===== src/rtl/mips_pkg.sv =====
// rtl/mips_pkg.sv - shared opcodes, ALU ops, control bundle and decoder
package mips_pkg;

  localparam logic [5:0] OP_RTYPE = 6'h00;
  localparam logic [5:0] OP_LW    = 6'h23;
  localparam logic [5:0] OP_SW    = 6'h2B;
  localparam logic [5:0] OP_ADDI  = 6'h08;
  localparam logic [5:0] OP_BEQ   = 6'h04;
  localparam logic [5:0] OP_J     = 6'h02;

  localparam logic [5:0] FN_ADD = 6'h20;
  localparam logic [5:0] FN_SUB = 6'h22;
  localparam logic [5:0] FN_AND = 6'h24;
  localparam logic [5:0] FN_OR  = 6'h25;
  localparam logic [5:0] FN_SLT = 6'h2A;

  typedef enum logic [2:0] {ALU_ADD, ALU_SUB, ALU_AND, ALU_OR, ALU_SLT} alu_op_e;

  typedef struct packed {
    logic    reg_write;
    logic    mem_to_reg;
    logic    mem_read;
    logic    mem_write;
    logic    alu_src;
    logic    reg_dst;
    logic    branch;
    logic    jump;
    alu_op_e alu_op;
  } ctrl_t;

  // Unsupported opcodes and functs fall through to an all-zero bundle (NOP).
  function automatic ctrl_t decode(input logic [31:0] inst);
    ctrl_t c;
    c = '0;
    case (inst[31:26])
      OP_RTYPE: begin
        c.reg_write = 1'b1;
        c.reg_dst   = 1'b1;
        case (inst[5:0])
          FN_ADD:  c.alu_op = ALU_ADD;
          FN_SUB:  c.alu_op = ALU_SUB;
          FN_AND:  c.alu_op = ALU_AND;
          FN_OR:   c.alu_op = ALU_OR;
          FN_SLT:  c.alu_op = ALU_SLT;
          default: c = '0;
        endcase
      end
      OP_LW: begin
        c.reg_write  = 1'b1;
        c.mem_to_reg = 1'b1;
        c.mem_read   = 1'b1;
        c.alu_src    = 1'b1;
      end
      OP_SW: begin
        c.mem_write = 1'b1;
        c.alu_src   = 1'b1;
      end
      OP_ADDI: begin
        c.reg_write = 1'b1;
        c.alu_src   = 1'b1;
      end
      OP_BEQ: begin
        c.branch = 1'b1;
        c.alu_op = ALU_SUB;
      end
      OP_J:    c.jump = 1'b1;
      default: c = '0;
    endcase
    return c;
  endfunction

endpackage


===== src/rtl/mips_regfile.sv =====
// rtl/mips_regfile.sv - 32x32 register file, write-through to same-cycle readers
module mips_regfile (
  input  logic        clk_i,
  input  logic        rst_i,
  input  logic [4:0]  ra1_i,
  input  logic [4:0]  ra2_i,
  input  logic        we_i,
  input  logic [4:0]  wa_i,
  input  logic [31:0] wd_i,
  output logic [31:0] rd1_o,
  output logic [31:0] rd2_o
);

  logic [31:0] regs_q [32];

  always_ff @(posedge clk_i or posedge rst_i) begin
    if (rst_i) begin
      for (int i = 0; i < 32; i++) regs_q[i] <= '0;
    end else if (we_i && wa_i != 5'd0) begin
      regs_q[wa_i] <= wd_i;
    end
  end

  assign rd1_o = (ra1_i == 5'd0) ? 32'd0 : (we_i && wa_i == ra1_i) ? wd_i : regs_q[ra1_i];
  assign rd2_o = (ra2_i == 5'd0) ? 32'd0 : (we_i && wa_i == ra2_i) ? wd_i : regs_q[ra2_i];

endmodule


===== src/rtl/mips_pipeline.sv =====
// rtl/mips_pipeline.sv - five-stage MIPS32 core with forwarding, load-use stall and flush
module mips_pipeline
  import mips_pkg::*;
(
  input  logic        clk,
  input  logic        rst,
  input  logic [31:0] Inst,
  input  logic [31:0] readData_Mem,
  output logic [31:0] adr_inst,
  output logic [31:0] adr_Mem,
  output logic [31:0] writeData_Mem,
  output logic        memWrite,
  output logic        memRead
);

  logic [31:0] pc_q, pc_d;
  logic [31:0] ifid_inst_q, ifid_inst_d, ifid_pc4_q, ifid_pc4_d;
  ctrl_t       idex_ctrl_q, idex_ctrl_d;
  logic [31:0] idex_a_q, idex_b_q, idex_imm_q, idex_pc4_q;
  logic [4:0]  idex_rs_q, idex_rt_q, idex_rd_q;
  logic        exmem_reg_write_q, exmem_mem_to_reg_q, exmem_mem_read_q, exmem_mem_write_q;
  logic [31:0] exmem_alu_q, exmem_wdata_q;
  logic [4:0]  exmem_wa_q;
  logic        memwb_reg_write_q, memwb_mem_to_reg_q;
  logic [31:0] memwb_alu_q, memwb_rdata_q;
  logic [4:0]  memwb_wa_q;

  logic [4:0]  id_rs, id_rt, id_rd, ex_wa;
  logic [31:0] id_a, id_b, id_imm, wb_data;
  logic [31:0] fwd_a, fwd_b, alu_b, alu_y, br_target;
  ctrl_t       id_ctrl;
  logic        ex_taken, load_use, unused_jump;

  assign id_rs   = ifid_inst_q[25:21];
  assign id_rt   = ifid_inst_q[20:16];
  assign id_rd   = ifid_inst_q[15:11];
  assign id_imm  = {{16{ifid_inst_q[15]}}, ifid_inst_q[15:0]};
  assign id_ctrl = decode(ifid_inst_q);
  assign wb_data = memwb_mem_to_reg_q ? memwb_rdata_q : memwb_alu_q;

  mips_regfile u_regfile (
    .clk_i(clk), .rst_i(rst),
    .ra1_i(id_rs), .ra2_i(id_rt),
    .we_i(memwb_reg_write_q), .wa_i(memwb_wa_q), .wd_i(wb_data),
    .rd1_o(id_a), .rd2_o(id_b)
  );

  // The younger producer (EX/MEM) wins over MEM/WB; $0 is never forwarded.
  always_comb begin
    fwd_a = idex_a_q;
    if (exmem_reg_write_q && exmem_wa_q != 5'd0 && exmem_wa_q == idex_rs_q) fwd_a = exmem_alu_q;
    else if (memwb_reg_write_q && memwb_wa_q != 5'd0 && memwb_wa_q == idex_rs_q) fwd_a = wb_data;
    fwd_b = idex_b_q;
    if (exmem_reg_write_q && exmem_wa_q != 5'd0 && exmem_wa_q == idex_rt_q) fwd_b = exmem_alu_q;
    else if (memwb_reg_write_q && memwb_wa_q != 5'd0 && memwb_wa_q == idex_rt_q) fwd_b = wb_data;
    alu_b = idex_ctrl_q.alu_src ? idex_imm_q : fwd_b;
    case (idex_ctrl_q.alu_op)
      ALU_SUB: alu_y = fwd_a - alu_b;
      ALU_AND: alu_y = fwd_a & alu_b;
      ALU_OR:  alu_y = fwd_a | alu_b;
      ALU_SLT: alu_y = {31'd0, $signed(fwd_a) < $signed(alu_b)};
      default: alu_y = fwd_a + alu_b;
    endcase
  end

  assign ex_wa       = idex_ctrl_q.reg_dst ? idex_rd_q : idex_rt_q;
  assign ex_taken    = idex_ctrl_q.branch && (fwd_a == fwd_b);
  assign br_target   = idex_pc4_q + {idex_imm_q[29:0], 2'b00};
  assign load_use    = idex_ctrl_q.mem_read && idex_rt_q != 5'd0 &&
                       (idex_rt_q == id_rs || idex_rt_q == id_rt);
  assign unused_jump = idex_ctrl_q.jump;

  // Taken branch beats stall beats jump; a stalled jump simply retries next cycle.
  always_comb begin
    pc_d        = pc_q + 32'd4;
    ifid_inst_d = Inst;
    ifid_pc4_d  = pc_q + 32'd4;
    idex_ctrl_d = id_ctrl;
    if (ex_taken) begin
      pc_d        = br_target;
      ifid_inst_d = '0;
      idex_ctrl_d = '0;
    end else if (load_use) begin
      pc_d        = pc_q;
      ifid_inst_d = ifid_inst_q;
      ifid_pc4_d  = ifid_pc4_q;
      idex_ctrl_d = '0;
    end else if (id_ctrl.jump) begin
      pc_d        = {ifid_pc4_q[31:28], ifid_inst_q[25:0], 2'b00};
      ifid_inst_d = '0;
    end
  end

  always_ff @(posedge clk or posedge rst) begin
    if (rst) begin
      pc_q <= '0; ifid_inst_q <= '0; ifid_pc4_q <= '0;
      idex_ctrl_q <= '0; idex_a_q <= '0; idex_b_q <= '0; idex_imm_q <= '0; idex_pc4_q <= '0;
      idex_rs_q <= '0; idex_rt_q <= '0; idex_rd_q <= '0;
      exmem_reg_write_q <= 1'b0; exmem_mem_to_reg_q <= 1'b0;
      exmem_mem_read_q <= 1'b0; exmem_mem_write_q <= 1'b0;
      exmem_alu_q <= '0; exmem_wdata_q <= '0; exmem_wa_q <= '0;
      memwb_reg_write_q <= 1'b0; memwb_mem_to_reg_q <= 1'b0;
      memwb_alu_q <= '0; memwb_rdata_q <= '0; memwb_wa_q <= '0;
    end else begin
      pc_q <= pc_d; ifid_inst_q <= ifid_inst_d; ifid_pc4_q <= ifid_pc4_d;
      idex_ctrl_q <= idex_ctrl_d; idex_a_q <= id_a; idex_b_q <= id_b;
      idex_imm_q <= id_imm; idex_pc4_q <= ifid_pc4_q;
      idex_rs_q <= id_rs; idex_rt_q <= id_rt; idex_rd_q <= id_rd;
      exmem_reg_write_q <= idex_ctrl_q.reg_write; exmem_mem_to_reg_q <= idex_ctrl_q.mem_to_reg;
      exmem_mem_read_q <= idex_ctrl_q.mem_read; exmem_mem_write_q <= idex_ctrl_q.mem_write;
      exmem_alu_q <= alu_y; exmem_wdata_q <= fwd_b; exmem_wa_q <= ex_wa;
      memwb_reg_write_q <= exmem_reg_write_q; memwb_mem_to_reg_q <= exmem_mem_to_reg_q;
      memwb_alu_q <= exmem_alu_q; memwb_rdata_q <= readData_Mem; memwb_wa_q <= exmem_wa_q;
    end
  end

  assign adr_inst      = pc_q;
  assign adr_Mem       = exmem_alu_q;
  assign writeData_Mem = exmem_wdata_q;
  assign memWrite      = exmem_mem_write_q;
  assign memRead       = exmem_mem_read_q;

endmodule


===== config.mk =====
export PLATFORM = sky130hd
export DESIGN_NAME = mips_pipeline
export DESIGN_NICKNAME = d
export VERILOG_FILES = /design/src/rtl/mips_pkg.sv /design/src/rtl/mips_regfile.sv /design/src/rtl/mips_pipeline.sv
export SDC_FILE = /design/constraint.sdc
export NUM_CORES = 2
export LEC_CHECK = 0
export BUFFER_PORTS_ARGS = -buffer_cell sky130_fd_sc_hd__buf_2
export CORE_UTILIZATION = 52
export CTS_CLUSTER_SIZE = 40
export DETAILED_ROUTE_END_ITERATION = 8
export PLACE_DENSITY_LB_ADDON = 0.1
export SETUP_SLACK_MARGIN = 0.5
export SKIP_CTS_REPAIR_TIMING = 1
export SLEW_MARGIN = 20
export SYNTH_ARGS = -nofsm -noshare
export SYNTH_HDL_FRONTEND = slang
export SYNTH_SLANG_ARGS = --single-unit
export TNS_END_PERCENT = 5

===== constraint.sdc =====
create_clock -name clk -period 126.7 [get_ports clk]
set_input_delay 6.335 -clock clk [delete_from_list [all_inputs] [get_ports clk]]
set_output_delay 6.335 -clock clk [all_outputs]
set_load 0.02 [all_outputs]

==> flow_summary.yaml <==
critical_path:
  cp_max_fo: 109
  cp_common_cell: "buf_4"
  worstPathArrival_ns: 10.51
  cpMaxStageDelayCell: "buf_4"
  crit_family: "buffers and inverters"
  cp-end-kind: "async pin"
  cp.required_ns: 127.47
  crit_chain: "buf_2, inv_8, buf_4, buf_4, buf_4, buf_4"
  worstSetupPathType: "in2async"
  crit_buf_inv: 6
  start_kind: "primary input"
  max_stage_delay_ns: 0.87
finish:
  syn_to_final_growth_pct: 10.5
  drive_gt1_frac: 0.191
  fin_cells: 8619
  nets: 6814
sta:
  worstMarginPinSlew_ns: 1.28
  period_share: 0.0768
  slew_violations: 0
  finalSetupTns_ns: 0
  finalCriticalPeriod_ns: 9.73
  setup_violations: 0
  fmax_ghz: 0.103
  rsz0062_at_grt: "false"
  maxSlewHeadroom: 0.140
  finClkSkew_ns: 0.0245
  finalHoldViolCount: 0
synthesis:
  syn_nets: 7021
  synth_simple_gate_area_frac: 0.102
  yosysSeqAreaShare: 0.474
  synthDistinctLibCells: 88
  muxShareOfSynthArea: 0.202
  synth_top_cell_by_area: "dfrtp_1"
  synth_top_family_by_area: "multiplexers"
  async_flop_share: 1.00
  yosysMostFrequentCell: "dfrtp_1"
  synth_top_area_share: 0.474
  ys.flop_type: "dfrtp_1"
  synthAdderAreaFrac: 0.0215
  avgSynthCellArea_um2: 10.8
  yosysWarnings: 0
  ys_seq_elements: 1394
  synth-edff-count: 0
  syn_inst: 6830
  synthTopCellsByCount: "1,394 x dfrtp_1, 846 x nand2_1, 790 x o21ai_0"
  syn-cell-area_um2: 73600
  synth_compound_area_frac: 0.144
  synthXorXnorAreaFrac: 0.0161
  ys_top_cells_by_area: "dfrtp_1 47%, mux4_2 17%, o21ai_0 5.4%"
pwr:
  p_leak_nw: 35.2
  p_int_w: 0.000803
  power_frac_comb: 0.146
  p_clk_frac: 0.412
  p_per_area_nw_per_um2: 13.8
  p_sw_w: 0.000317
  p_sw_frac: 0.283
  vdd_drop_max_mv: 0.0109
  seqPwrFrac: 0.442
placement:
  place_congestion: 0.943
  io_buffer_count: 163
  dp_hpwl_um: 138000
  placed_cells: 8335
global_routing:
  grt_pass1_wl_um: 349000
  first_global_vias: 53500
  track_usage: 0.331
  overflow: 0
  antenna_found_initial: 8
  grt_start_max_net_pins: 159
floorplanning:
  rows: 137
  initial_core_util: 0.526
  coreArea_um2: 140000
  die_h_um: 378
  die_x_um: 378
  dieArea_um2: 143000
  io_pins: 164
clock_network:
  h-tree-depth: 4
  clk_latency_ns: 0.79
  numCtsBuffers: 154
  cts_sinks: 1394
  clk_pin_slew_worst_paths_ns: 0.06
  cts_tree: "built"
  ctsLongestPathBuffers: 3
  cts-root-buf: "clkbuf_16"
route:
  first_pass_iters: 6
  via_count: 54800
  antenna_left: 0
  wl_per_cell_um: 27.1
  drt-initial-drc-count: 5642
  viasPerCell: 6.36
  finalWirelength_um: 233000
  drcViolationCount: 0
run:
  cap_violations: 0
worst_hold_path:
  hold_path.class: "reg2reg"
run_status:
  outcome: "completed"
## placed cells by master (no fill, tap or decap), drive strengths merged, types with 45 or more instances in the layout
master,n
a21oi,577
o21ai,803
buf,285
mux2i,119
nand3,79
a211oi,109
xnor2,79
ha,122
inv,118
a21o,45
xor2,56
clkbuf,230
mux2,81
mux4,566
o22ai,57
nor2b,50
dfrtp,1394
nand2,846
nor2,638
## stage by stage
stage	hold WS, ns	total power [W]	setup WS, ns	instance area [um2]	utilization
floorplan	0.331	0.000611	81.06	73600	-
CTS	0.355	0.00112	116.87	81100	0.579
global placement	0.335	0.000660	116.06	75800	0.542
finish	0.359	0.00112	116.97	81400	0.581
global route	0.359	0.00116	116.35	81400	0.581
detailed placement	0.352	0.000664	116.01	76000	0.542
## worst register-to-register path: stages, from the launching register on
cell,delay [ns]
dfrtp_4,0.52
buf_4,0.76
mux2i_4,1.06
nand2_1,0.09
o21ai_0,0.12
o21ai_0,0.25
nor2_1,0.18
a21oi_1,0.10
ha_1,0.36
a21o_1,0.17
a21oi_1,0.23
o21bai_1,0.12
a21o_1,0.24
a221oi_1,0.64
o21ai_0,0.45
a41o_1,0.42
a21oi_1,0.29
o21ai_0,0.24
a31oi_1,0.23
mux2_2,0.36
a211o_1,0.37
## worst paths after layout
| check | from | to | slack (ns) | cells after the start |
|---|---|---|---|---|
| hold reg to reg | ifid_pc4_q[13] | idex_pc4_q[13] | 0.36 | 0 |
| hold / removal | ifid_pc4_q[13] | idex_pc4_q[13] | 0.36 | 0 |
| max in group clk | adr_Mem[8] | adr_Mem[8] | 118.75 | 1 |
| setup / recovery | rst | u_regfile.regs_q[517] | 116.97 | 6 |
| setup reg to reg | memwb_mem_to_reg_q | adr_Mem[31] | 119.37 | 20 |
| min in group asynchronous | rst | adr_Mem[25] | 5.69 | 2 |
## power by group through the flow
stage | Combinational (W) | Sequential, W | Clock, W
2_1_floorplan | 0.000111 | 0.000500 | 0
3_3_place_gp | 0.000158 | 0.000502 | 0
3_5_place_dp | 0.000161 | 0.000503 | 0
4_1_cts | 0.000161 | 0.000495 | 0.000467
5_1_grt | 0.000178 | 0.000499 | 0.000484
6_report | 0.000164 | 0.000495 | 0.000461
## layer usage
metal | vias to the layer above | routed length [um] | GRT usage
li1 | 24200 | - | -
met1 | 27700 | 98100 | 0.470
met2 | 2385 | 107000 | 0.509
met3 | 491 | 19800 | 0.0632
met4 | 0 | 8440 | 0.121
met5 | - | 0 | 0
## final cells by class
class / count / area, um2
fill: 11800 / 58700
antenna: 2 / 5.00
clock inverter: 46 / 579
clock buffer: 228 / 4600
multi-input combinational: 4675 / 36400
sequential: 1394 / 34900
timing repair buffer: 287 / 2060
tap: 1876 / 2350
inverter: 111 / 424
## state kept, by name, summed over array words and instances (netlist names), 12 cells and up
register	flops
memwb_rdata_q	32
ifid_inst_q	32
idex_a_q	32
adr_inst	32
idex_b_q	32
ifid_pc4_q	32
adr_Mem	32
idex_imm_q	12
memwb_alu_q	32
u_regfile.regs_q	1024
idex_pc4_q	32
writeData_Mem	32
## cells by family (layout without fill, tap and decap cells)
family,after synthesis,in the layout
AO/OA/AOI/OAI,1841,1841
XOR/XNOR,135,135
adder cells (fa/ha/maj),125,125
buffers and inverters,761,672
flip-flops,1394,1394
multiplexers,766,766
other,0,2
AND/OR/NAND/NOR,1808,1808
Power figures use the tool's default switching activity.
